File: config.mk
export PLATFORM = sky130hd
export DESIGN_NAME = sar_search
export DESIGN_NICKNAME = d
export VERILOG_FILES = /design/src/rtl/sar_search_pkg.sv /design/src/rtl/sar_wait_cnt.sv /design/src/rtl/sar_search.sv
export SDC_FILE = /design/constraint.sdc
export NUM_CORES = 1
export LEC_CHECK = 0
export BUFFER_PORTS_ARGS = -buffer_cell sky130_fd_sc_hd__buf_2
export CAP_MARGIN = 20
export CORE_ASPECT_RATIO = 1.5
export CORE_MARGIN = 4
export CORE_UTILIZATION = 30
export DETAILED_ROUTE_END_ITERATION = 16
export GPL_TIMING_DRIVEN = 0
export SYNTH_ARGS = -nofsm -noshare
export SYNTH_HDL_FRONTEND = slang
export SYNTH_HIERARCHICAL = 1
export SYNTH_SLANG_ARGS = --single-unit
File: constraint.sdc
create_clock -name clk -period 2.4 [get_ports clk]
set_clock_uncertainty 0.2 [all_clocks]
set_input_delay 0.24 -clock clk [delete_from_list [all_inputs] [get_ports clk]]
set_output_delay 0.24 -clock clk [all_outputs]
set_load 0.02 [all_outputs]
File: src/rtl/sar_search_pkg.sv
// Shared types for the successive-approximation search controller:
// state encoding and the comparator flag sanity check.
package sar_search_pkg;

  localparam logic [1:0] ST_IDLE   = 2'd0;
  localparam logic [1:0] ST_TRY    = 2'd1;
  localparam logic [1:0] ST_VERIFY = 2'd2;
  localparam logic [1:0] ST_DONE   = 2'd3;

  typedef enum logic [1:0] {
    IDLE   = ST_IDLE,
    TRY    = ST_TRY,
    VERIFY = ST_VERIFY,
    DONE   = ST_DONE
  } state_t;

  // flags are ordered {eq, less, greater}
  function automatic logic flags_one_hot(input logic [2:0] flags);
    return (flags == 3'b001) || (flags == 3'b010) || (flags == 3'b100);
  endfunction

endpackage

File: src/rtl/sar_wait_cnt.sv
// Down-counter that holds each trial for CMP_LAT+1 cycles; zero marks the
// cycle on which the comparator flags are valid and get sampled.
module sar_wait_cnt #(
  parameter int CMP_LAT = 0
) (
  input  logic clk,
  input  logic rst,
  input  logic load,
  output logic zero
);

  localparam int CW = (CMP_LAT > 0) ? $clog2(CMP_LAT + 1) : 1;

  logic [CW-1:0] cnt;

  always_ff @(posedge clk) begin
    if (rst)
      cnt <= '0;
    else if (load)
      cnt <= CW'(CMP_LAT);
    else if (cnt != '0)
      cnt <= cnt - CW'(1);
  end

  assign zero = (cnt == '0);

endmodule

File: src/rtl/sar_search.sv
// Successive-approximation controller: drives the comparator's trial operand
// MSB first and settles on the target, with a final VERIFY sample.
module sar_search
  import sar_search_pkg::*;
#(
  parameter int WIDTH   = 4,
  parameter int CMP_LAT = 0
) (
  input  logic             clk,
  input  logic             rst,
  input  logic             start,
  output logic [WIDTH-1:0] trial,
  input  logic             cmp_eq,
  input  logic             cmp_less,
  input  logic             cmp_greater,
  output logic             busy,
  output logic             done,
  output logic [WIDTH-1:0] result,
  output logic             found,
  output logic             error
);

  localparam int IW = (WIDTH > 1) ? $clog2(WIDTH) : 1;

  state_t           state, state_n;
  logic [IW-1:0]    idx, idx_n;
  logic [WIDTH-1:0] trial_n, result_n;
  logic             found_n, error_n;
  logic             load, wait_zero, sample;
  logic [WIDTH-1:0] cur_bit, kept;

  sar_wait_cnt #(.CMP_LAT(CMP_LAT)) u_wait (
    .clk  (clk),
    .rst  (rst),
    .load (load),
    .zero (wait_zero)
  );

  assign sample  = ((state == TRY) || (state == VERIFY)) && wait_zero;
  assign cur_bit = WIDTH'(1) << idx;
  // trial above target means the bit under test overshoots and is dropped
  assign kept    = cmp_greater ? (trial & ~cur_bit) : trial;

  always_comb begin
    state_n  = state;
    idx_n    = idx;
    trial_n  = trial;
    result_n = result;
    found_n  = found;
    error_n  = error;
    load     = 1'b0;
    case (state)
      IDLE: begin
        if (start) begin
          trial_n  = WIDTH'(1) << (WIDTH - 1);
          idx_n    = IW'(WIDTH - 1);
          result_n = '0;
          found_n  = 1'b0;
          error_n  = 1'b0;
          load     = 1'b1;
          state_n  = TRY;
        end
      end
      TRY, VERIFY: begin
        if (sample) begin
          load = 1'b1;
          if (!flags_one_hot({cmp_eq, cmp_less, cmp_greater})) begin
            error_n  = 1'b1;
            result_n = trial;
            found_n  = 1'b0;
            state_n  = DONE;
          end else if (state == VERIFY) begin
            result_n = trial;
            found_n  = cmp_eq;
            state_n  = DONE;
          end else if (cmp_eq) begin
            result_n = trial;
            found_n  = 1'b1;
            state_n  = DONE;
          end else if (idx != '0) begin
            trial_n = kept | (cur_bit >> 1);
            idx_n   = idx - IW'(1);
          end else begin
            trial_n = kept;
            state_n = VERIFY;
          end
        end
      end
      DONE:    state_n = IDLE;
      default: state_n = IDLE;
    endcase
  end

  always_ff @(posedge clk) begin
    if (rst) begin
      state  <= IDLE;
      idx    <= '0;
      trial  <= '0;
      result <= '0;
      found  <= 1'b0;
      error  <= 1'b0;
    end else begin
      state  <= state_n;
      idx    <= idx_n;
      trial  <= trial_n;
      result <= result_n;
      found  <= found_n;
      error  <= error_n;
    end
  end

  assign busy = (state == TRY) || (state == VERIFY);
  assign done = (state == DONE);

endmodule

# ---- Yosys cells after proc, flatten, opt, wreduce, memory -nomap -nowiden
# Index checks and enable logic that the tools add are counted.
dict set report word_totals {
  regBits 15
  in_bits 6
  elab_cells 83
}
dict set report classes {
  n_addsub 2
  n_eq_ne 15
  shift 1
  muxes 40
  bitwise_logic 4
  n_reduce_logical 14
}
# cell count
set op_table {}
lappend op_table {{$mux 4} 12}
lappend op_table {{$mux 2} 12}
lappend op_table {{$pmux 4 s2} 2}
lappend op_table {{$ne 2x2->1 const B} 7}
lappend op_table {{$mux 1} 9}
lappend op_table {{$reduce_and 4->1} 2}
lappend op_table {{$reduce_and 7->1} 1}
lappend op_table {{$pmux 1 s2} 3}
lappend op_table {{$pmux 2 s3} 1}
lappend op_table {{$reduce_and 6->1} 1}
lappend op_table {{$ne 5x5->1 const B} 1}
lappend op_table {{$and 4x4->4} 1}
lappend op_table {{$eq 2x2->1 const B} 2}
lappend op_table {{$ne 4x4->1 const B} 1}
lappend op_table {{$not 4->4} 1}
lappend op_table {{$or 4x3->4} 1}
lappend op_table {{$pmux 2 s2} 1}
lappend op_table {{$reduce_bool 2->1} 2}
lappend op_table {{$shl 1x2->4 const A} 1}
lappend op_table {{$eq 3x1->1 const B} 1}
lappend op_table {{$eq 3x2->1 const B} 1}
lappend op_table {{$eq 3x3->1 const B} 1}
lappend op_table {{$logic_or 1x1->1} 3}
lappend op_table {{$reduce_and 3->1} 1}
lappend op_table {{8 further kinds} 8}

# ---- Depth between registers and ports, before layout
# Gate-level depths: netlist of the first run.
dict set report logic_depth {
  word_depth 11
  mapped_depth 8
  depth_no_buf 6
}

# ---- Cells and area by module
# The synthesis of the first run kept the hierarchy.
# module n_inst cells_each area_each_um2 seq_area_each_um2
set by_module_without_submodules {}
lappend by_module_without_submodules {sar_search 1 96 863.3 280.3}
lappend by_module_without_submodules {sar_wait_cnt 1 3 27.5 20.0}

# ---- Worst setup path before layout of the first run
# No wires, ideal clock.
dict set report synth_timing {
  path_kind {reg-to-reg}
  start {reg state[0]}
  end {reg found}
  setup_time_ns 0.118
  arrival_ns 1.889
  required_time_ns 2.082
  setup_slack_ns 0.193
  stages_incl_launch_ff 9
  period_less_slack_ns 2.207
  path_cell_list {dfxtp_1 -> inv_1 -> ha_1 -> nor2b_4 -> or2_0 -> clkbuf_2 -> or3_1 -> buf_6 -> mux2i_1}
}
dict set report synth_via {
  elab_chain_len 5
  elab_cells_between_ends 15
  classes_between {eq/ne (5); mux (4); reduce/logical (6)}
}
# item line
set synth_rtl {}
lappend synth_rtl {{start: declaration} sar_search.sv:25} ;# state_t state, state_n;
lappend synth_rtl {{start signal: assignment} sar_search.sv:103} ;# state <= state_n;
lappend synth_rtl {{$eq 2x1->1 / $eq 2x2->1 (equally long branches)} --}
lappend synth_rtl {{$logic_or 1x1->1 *} --}
lappend synth_rtl {{net busy} sar_search.sv:16} ;# output logic busy,
lappend synth_rtl {{$logic_and 1x1->1 *} sar_search.sv:39} ;# assign sample = ((state == TRY) || (state == VERIFY)) && wait_zero;
lappend synth_rtl {{$ne 2x2->1 (no source line) *} --}
lappend synth_rtl {{$reduce_and 4->1 (no source line) *} --}
lappend synth_rtl {{end signal: assignment} sar_search.sv:107} ;# found <= found_n;
lappend synth_rtl {{end: declaration} sar_search.sv:19} ;# output logic found,
# The timed path passes the listed nets; every way through them passes the cells marked *. The select of a mux whose other input is x is not followed.
# A chain may end at the register's enable or synchronous reset.

# ---- Worst setup path after layout of the first run
dict set report layout_timing {
  start {reg state[1]}
  end {reg result[1]}
}
dict set report layout_via {
  elab_chain_len 5
  elab_cells_between_ends 15
  classes_between {eq/ne (5); mux (4); reduce/logical (6)}
}
# item line
set layout_rtl {}
lappend layout_rtl {{$eq 2x2->1 / $eq 2x1->1 (equally long branches)} {sar_search.sv:39, sar_search.sv:52, sar_search.sv:72}}
lappend layout_rtl {{$mux 4 / $logic_or 1x1->1 (equally long branches)} {sar_search.sv:72, sar_search.sv:39}}
lappend layout_rtl {{$mux 4 / $logic_and 1x1->1 (equally long branches)} {sar_search.sv:67, sar_search.sv:39}}
lappend layout_rtl {{$mux 4 / $ne 2x2->1 (equally long branches)} --}
lappend layout_rtl {{$pmux 4 s2 / $reduce_and 4->1 (equally long branches)} --}
lappend layout_rtl {{end signal: assignment} sar_search.sv:106} ;# result <= result_n;
lappend layout_rtl {{end: declaration} sar_search.sv:18} ;# output logic [WIDTH-1:0] result,
# Parallel ways exist; a longest one is shown, timed or not. The select of a mux whose other input is x is not followed.

==> metrics.cfg, run 1 <==
[route]
drt-pass1-iter-count=4
totalWireLength_microns=2010
via_per_inst=4.81
final_antenna_net_count=0
drt_first_iter_violations=19
wl_per_cell_microns=13.0
drc_errors=0
vias=740

[hold_path]
holdPathStages=3
hold_class=input pin to flop

[die]
die_h_microns=74.3
initial_core_util=0.322
boundaryPins=18
std_cell_rows=23
core_area_sq_um=2730
die_w_microns=52.2
die_area_sq_um=3880

[cts]
cts_resized=0
clk_pin_slew_ps=60
h-tree-depth=1
cts_tree=built
cts.sinks=15
clk_latency_ps=250
post-cts-setup-buffer-count=0
clockBufferDepth=2
cts_hold_buf=0
cts_buffers=3
root_buffer=clkbuf_8

[sta]
holdWs_ps=137
hold_violations=0
tightest_slew_ps=538
period_share=0.915
rsz0062_at_grt=no
fmaxAchievable_ghz=0.455
setup_violations=0
finalCriticalPeriod_ps=2200
report.final.slew_viol_count=0
slew_headroom=0.638
final.setup.tns_ps=0

[placement]
dpl_cell_area_sq_um=1010
dp_hpwl_microns=1620
port_buffers=16
routabilityCongestion=0.903

[synth]
syn-num-nets=110
syn_avg_cell_area_sq_um=9.07
netlist_area_sq_um=880
ys.warnings.count=6
synth_cells=97

[job]
cap_violations=0

[worst_setup_path]
worst_setup_path_end_kind=flop
arrival_ps=2130
reg2reg_depth=8
critical_path.max_fanout=7
crit_required_ps=2340
startpoint_type=flop
crit_type=flop to flop

[power_and_ir_drop]
ir_drop_uv=456
p_total_w=0.00111
pwr_density_cell_nw_per_um2=1050
cellLeakagePower_nw=0.457

[global_routing]
grt.total_usage=0.120
grt_max_degree=11
grt_first_pass_wirelength_microns=3420
overflow=0
grt_pass1_vias=746
antenna_found_initial=0

[outcome]
status=complete, no violations

[cells_and_area]
postLayoutCellArea_sq_um=1060
nets=131
syn2layout_area_growth_pct=20.5
drive_above_1_share=0.248
antennaDiodeCount=0

[power by group]
| part | leakage (nW) | total [W] | internal (W) | switching (W) |
|---|---|---|---|---|
| logic | 0.311 | 0.000580 | 0.000249 | 0.000331 |
| registers | 0.123 | 0.000326 | 0.000295 | 0.0000313 |
| clock network | 0.0228 | 0.000208 | 0.000118 | 0.0000905 |
| total | 0.457 | 0.00111 | 0.000662 | 0.000453 |
[cells in the final DEF (no fill, tap or decap), drive strengths merged]
| cell type | count |
|---|---|
| buf | 17 |
| dfxtp | 15 |
| inv | 8 |
| nand2 | 8 |
| nor2 | 7 |
| nand2b | 7 |
| ha | 7 |
| clkbuf | 7 |
| mux2i | 5 |
| nor2b | 3 |
| nor4 | 3 |
| or3 | 2 |
| nor3 | 2 |
| a211oi | 2 |
| o31ai | 2 |
| and4bb | 2 |
| a21oi | 2 |
| o2bb2ai | 2 |
| xnor2 | 1 |
| or4 | 1 |
| a21o | 1 |
| or2 | 1 |
| nor3b | 1 |
| a311o | 1 |
| nor4b | 1 |
| a2111o | 1 |
| a31oi | 1 |
| o21a | 1 |
| mux2 | 1 |
| nand3b | 1 |
| o221ai | 1 |
| nand4 | 1 |
| o211ai | 1 |
| conb | 1 |
[final cells by class]
type / instances / area [sq um]
buffer: 4 / 23.8
clock buffer: 4 / 45.0
fill: 284 / 1670
inverter: 8 / 30.0
multi-input combinational: 70 / 534
sequential: 15 / 300
tap: 37 / 46.3
timing repair buffer: 16 / 80.1
[worst paths after layout]
check,startpoint,to,slack (ps)
max,state[1]$_SDFFE_PP0P_,result[1]$_SDFFE_PP0P_,200
min,start,error$_SDFFE_PP0P_,140
max reg2reg,state[1]$_SDFFE_PP0P_,result[1]$_SDFFE_PP0P_,200
min reg2reg,trial[3]$_SDFFE_PP0P_,result[3]$_SDFFE_PP0P_,270
[registers in the layout, summed over array words and instances (netlist names)]
signal and flops:
error 1, found 1, idx 2, result 4, state 2, trial 4, u_wait/cnt 1
[critical path, cell delays in order (launching register included)]
cell and delay [ps]:
dfxtp_1 350, inv_1 70, ha_2 310, nor2b_4 150, or2_0 190, clkbuf_2 150
or3_1 380, buf_6 150, mux2i_1 110
[per-layer routing]
layer / global-route usage / part of all wire
met1: 0.124 / 0.39
met2: 0.208 / 0.53
met3: 0.0301 / 0.054
met4: 0.0824 / 0.027
met5: 0 / 0
[stage by stage]
step	util	std cells	setup slack (ps)
after floorplan	-	97	207
after global placement	0.368	150	140
after detailed placement	0.368	150	87.2
after CTS	0.384	154	73.5
after global routing	0.388	154	57.3
final	0.388	154	204
Note: power is estimated with default switching activity, not from simulation.
==> run 2: changes to the inputs <==
--- a/config.mk
+++ b/config.mk
@@ -7,7 +7,7 @@
 export LEC_CHECK = 0
 export BUFFER_PORTS_ARGS = -buffer_cell sky130_fd_sc_hd__buf_2
 export CAP_MARGIN = 20
-export CORE_ASPECT_RATIO = 1.5
+export CORE_ASPECT_RATIO = 1.2
 export CORE_MARGIN = 4
 export CORE_UTILIZATION = 30
 export DETAILED_ROUTE_END_ITERATION = 16
==> metrics.cfg, run 2 (same netlist as run 1, synthesis figures left out) <==
[sta]
slew_headroom=0.641  ; +0.00228
fmaxAchievable_ghz=0.446  ; -2.2%
rsz0062_at_grt=no
report.final.slew_viol_count=0  ; unchanged
hold_violations=0  ; unchanged
final.setup.tns_ps=0  ; unchanged
finalCriticalPeriod_ps=2240  ; +48.8 ps
tightest_slew_ps=537  ; -0.448 ps
setup_violations=0  ; unchanged
period_share=0.935  ; +0.0203

[hold_path]
hp-start=start
hold_class=input pin to flop

[power_and_ir_drop]
pwr_density_cell_nw_per_um2=1010  ; -4.3%
ir_drop_uv=497  ; +9.1%
cellLeakagePower_nw=0.450  ; -1.5%
p_total_w=0.00104  ; -6.5%

[cts]
clk_pin_slew_ps=90  ; +30 ps
cts_buffers=3  ; unchanged
cts.sinks=15  ; unchanged
cts_hold_buf=0  ; unchanged
cts_tree=built
root_buffer=clkbuf_4
clk_latency_ps=280  ; +30 ps
post-cts-setup-buffer-count=0  ; unchanged
clockBufferDepth=2  ; unchanged
cts_resized=0  ; unchanged
h-tree-depth=1  ; unchanged

[global_routing]
grt_max_degree=11  ; unchanged
grt.total_usage=0.110  ; -0.00988
overflow=0  ; unchanged
antenna_found_initial=0  ; unchanged
grt_pass1_vias=713  ; -4.4%
grt_first_pass_wirelength_microns=3270  ; -4.2%

[worst_setup_path]
cpPeakStageDelay_ps=400  ; +20 ps
crit_start=state[0]$_SDFFE_PP0P_
startpoint_type=flop
path_cells=inv_1, ha_1, nor2b_4, or2_0, clkbuf_2, or3_1, buf_6, mux2i_1
cp_slowest_cell=ha_1
crit_required_ps=2380  ; +40 ps
crit_type=flop to flop
r2r_start=state[0]$_SDFFE_PP0P_
critical_path.max_fanout=7  ; unchanged
arrival_ps=2220  ; +90 ps
worst_setup_path_end_kind=flop

[route]
drt-pass1-iter-count=4  ; unchanged
drt_first_iter_violations=22  ; +3
via_per_inst=5.01  ; +4.2%
totalWireLength_microns=1940  ; -3.3%
vias=756  ; +2.2%
final_antenna_net_count=0  ; unchanged
drc_errors=0  ; unchanged
wl_per_cell_microns=12.9  ; -1.4%

[die]
boundaryPins=18  ; unchanged
core_area_sq_um=2810  ; +2.8%
die_area_sq_um=3870  ; -0.36%
initial_core_util=0.313  ; -0.00888
die_h_microns=67.3  ; -9.4%
std_cell_rows=21  ; -8.7%
die_w_microns=57.4  ; +10%

[outcome]
status=complete, no violations

[cells_and_area]
drive_above_1_share=0.239  ; -0.00855
mostFrequentLayoutCell=buf_2
antennaDiodeCount=0  ; unchanged
nets=131  ; unchanged
syn2layout_area_growth_pct=17.6
postLayoutCoreUtil=0.368  ; -0.0196
reg_top3=result (4), trial (4)
final_cell_mix=16 x buf_2, 15 x dfxtp_1, 8 x inv_1, 8 x nand2_1

[placement]
dp_hpwl_microns=1500  ; -7.6%
port_buffers=16  ; unchanged
routabilityCongestion=0.876  ; -3.0%

[job]
cap_violations=0  ; unchanged

## run 2: per-stage QoR
| stage | hold slack (ps) | instance area [sq um] | cells | worst slack [ps] |
|---|---|---|---|---|
| 2_1_floorplan | 232 | 880 | 97 | 207 |
| 6_report | 94.6 | 1030 | 151 | 156 |
| 5_1_grt | 110 | 1030 | 151 | 30.3 |
| 3_3_place_gp | 245 | 1000 | 147 | 191 |
| 4_1_cts | 89.0 | 1030 | 151 | 110 |
| 3_5_place_dp | 255 | 1000 | 147 | 133 |
## run 2: report_power, final
group,switching [W],internal [W],total [W],leakage [nW]
registers,0.0000319,0.000295,0.000326,0.123
clock network,0.0000816,0.0000644,0.000146,0.0150
logic,0.000325,0.000244,0.000569,0.312
## run 2: worst paths after layout
kind,to,slack [ps],cells past startpoint
hold reg to reg,error$_SDFFE_PP0P_,270,1
setup / recovery,result[0]$_SDFFE_PP0P_,160,8
setup reg to reg,result[0]$_SDFFE_PP0P_,160,8
hold / removal,error$_SDFFE_PP0P_,90,3
## run 2: cell type report
type | instances | area [sq um]
Multi-Input combinational cell | 70 | 532
Tap cell | 34 | 42.5
Clock buffer | 4 | 26.3
Buffer | 4 | 23.8
Sequential cell | 15 | 300
Timing Repair Buffer | 16 | 80.1
Inverter | 8 | 30.0
Fill cell | 284 | 1780
## run 2: per-layer routing
layer	GRT usage	share of wire	wire length (microns)	up-vias
li1	-	-	-	383
met1	0.129	0.45	873	347
met2	0.182	0.47	922	24
met3	0.0210	0.066	129	2
met4	0.0696	0.0088	17	0
met5	0	0	0	-
## run 2: critical path, delay by kind of cell, from the launching register on
kind,cells,cell delay [ps]
simple gates,3,720
fa+ha+maj,1,400
buf+inv,3,380
flops,1,340
mux,1,110
==> run 3: changes to the inputs <==
--- a/config.mk
+++ b/config.mk
@@ -9,7 +9,7 @@
 export CAP_MARGIN = 20
 export CORE_ASPECT_RATIO = 1.2
 export CORE_MARGIN = 4
-export CORE_UTILIZATION = 30
+export CORE_UTILIZATION = 40
 export DETAILED_ROUTE_END_ITERATION = 16
 export GPL_TIMING_DRIVEN = 0
 export SYNTH_ARGS = -nofsm -noshare
==> metrics.cfg, run 3 (same netlist as run 1, synthesis figures left out) <==
[outcome]
status=complete, no violations

[cells_and_area]
reg_top3=result (4), trial (4)
drive_above_1_share=0.239  ; unchanged
antennaDiodeCount=0  ; unchanged
fillers=218  ; -23%
final_cell_mix=16 x buf_2, 15 x dfxtp_1, 8 x inv_1, 8 x nand2_1
syn2layout_area_growth_pct=17.1
mostFrequentLayoutCell=buf_2
nets=131  ; unchanged

[worst_setup_path]
crit_type=flop to flop
crit_family=simple AND/OR/NAND/NOR gates
crit_required_ps=2390  ; about the same
cpPeakStageDelay_ps=370  ; -30 ps
critical_path.max_fanout=7  ; unchanged
worst_setup_path_end_kind=flop
arrival_ps=2230  ; about the same
path_cells=inv_1, ha_1, nor2b_4, or2_0, clkbuf_2, or3_1, buf_6, mux2i_1
cp.buffers_inverters=3  ; unchanged
startpoint_type=flop
cp_slowest_cell=dfxtp_1

[sta]
fmaxAchievable_ghz=0.445  ; about the same
rsz0062_at_grt=no
final.setup.tns_ps=0  ; unchanged
finalCriticalPeriod_ps=2250  ; +1.98 ps
hold_violations=0  ; unchanged
setup_violations=0  ; unchanged
worst_slack_ps=154  ; -1.98 ps
period_share=0.936  ; about the same
report.final.slew_viol_count=0  ; unchanged

[die]
core_area_sq_um=2070  ; -26%
std_cell_rows=18  ; -14%
die_w_microns=50.8  ; -12%
initial_core_util=0.425  ; +0.112
boundaryPins=18  ; unchanged
die_h_microns=59.4  ; -12%
die_area_sq_um=3020  ; -22%

[cts]
cts_hold_buf=0  ; unchanged
clockBufferDepth=2  ; unchanged
clk_latency_ps=290  ; about the same
h-tree-depth=1  ; unchanged
cts.sinks=15  ; unchanged
cts_buffers=3  ; unchanged
post-cts-setup-buffer-count=0  ; unchanged
clk_pin_slew_ps=90  ; about the same
cts_resized=0  ; unchanged
root_buffer=clkbuf_4
cts_tree=built

[route]
drc_errors=0  ; unchanged
vias=778  ; +2.9%
drt-pass1-iter-count=4  ; unchanged
via_per_inst=5.29  ; +5.7%
totalWireLength_microns=1990  ; +2.6%
final_antenna_net_count=0  ; unchanged
wl_per_cell_microns=13.6  ; +5.4%
drt_first_iter_violations=11  ; -50%

[placement]
port_buffers=16  ; unchanged
dp_hpwl_microns=1500  ; about the same
routabilityCongestion=0.837  ; -4.4%
dp_slack_ps=123  ; -9.75 ps

[power_and_ir_drop]
pwr_density_cell_nw_per_um2=1020  ; +1.4%
cellLeakagePower_nw=0.450  ; unchanged
ir_drop_uv=641  ; +29%

[global_routing]
grt_first_pass_wirelength_microns=3420  ; +4.4%
grt_max_degree=11  ; unchanged
overflow=0  ; unchanged
grt.total_usage=0.152  ; +0.0419
antenna_found_initial=0  ; unchanged
grt_pass1_vias=805  ; +13%

[job]
cap_violations=0  ; unchanged

[hold_path]
hold_class=input pin to flop

==> run 3: cell counts in the layout (fill, tap and decap cells not counted) <==
Identical to the previous run, type by type.
==> run 3: path summary, 6_finish.rpt <==
kind	startpoint	to	cells past startpoint	slack, ps
worst max-delay path	state[1]$_SDFFE_PP0P_	result[0]$_SDFFE_PP0P_	8	150
worst max register to register	state[1]$_SDFFE_PP0P_	result[0]$_SDFFE_PP0P_	8	150
worst min-delay path	cmp_less	found$_SDFFE_PP0P_	4	110
worst min register to register	trial[2]$_SDFFE_PP0P_	result[2]$_SDFFE_PP0P_	2	280
==> run 3: report_power, final <==
group,internal [W],switching [W],total [W]
Clock,0.0000646,0.0000868,0.000151
Sequential,0.000295,0.0000335,0.000328
Combinational,0.000244,0.000327,0.000571
Total,0.000603,0.000447,0.00105
==> run 3: cell type report <==
type | count | area [sq um] | share of cell area
tap | 30 | 37.5 | 0.0365
multi-input combinational | 70 | 532 | 0.516
clock buffer | 4 | 26.3 | 0.0255
sequential | 15 | 300 | 0.292
timing repair buffer | 16 | 80.1 | 0.0778
buffer | 4 | 23.8 | 0.0231
inverter | 8 | 30.0 | 0.0292
==> run 3: stage by stage <==
step	hold WS [ps]	power, W	util	instances	area, sq um
global route	113	0.00113	0.497	147	1030
detailed placement	268	0.000896	0.481	143	997
floorplan	232	0.000766	-	97	880
global placement	250	0.000888	0.481	143	997
finish	107	0.00105	0.497	147	1030
CTS	93.7	0.00105	0.494	147	1020
==> run 3: per-layer routing <==
layer	routed length [microns]	global-route usage	up-vias
met2	1010	0.256	25
met5	0	0	-
li1	-	-	377
met3	96	0.0277	4
met4	30	0.115	0
met1	855	0.169	372
==> run 3: tightest hold or removal path, delay by kind of cell <==
kind	cells	cell delay [ps]
AND/OR/NAND/NOR	2	150
multiplexers	1	50
buffers and inverters	1	110
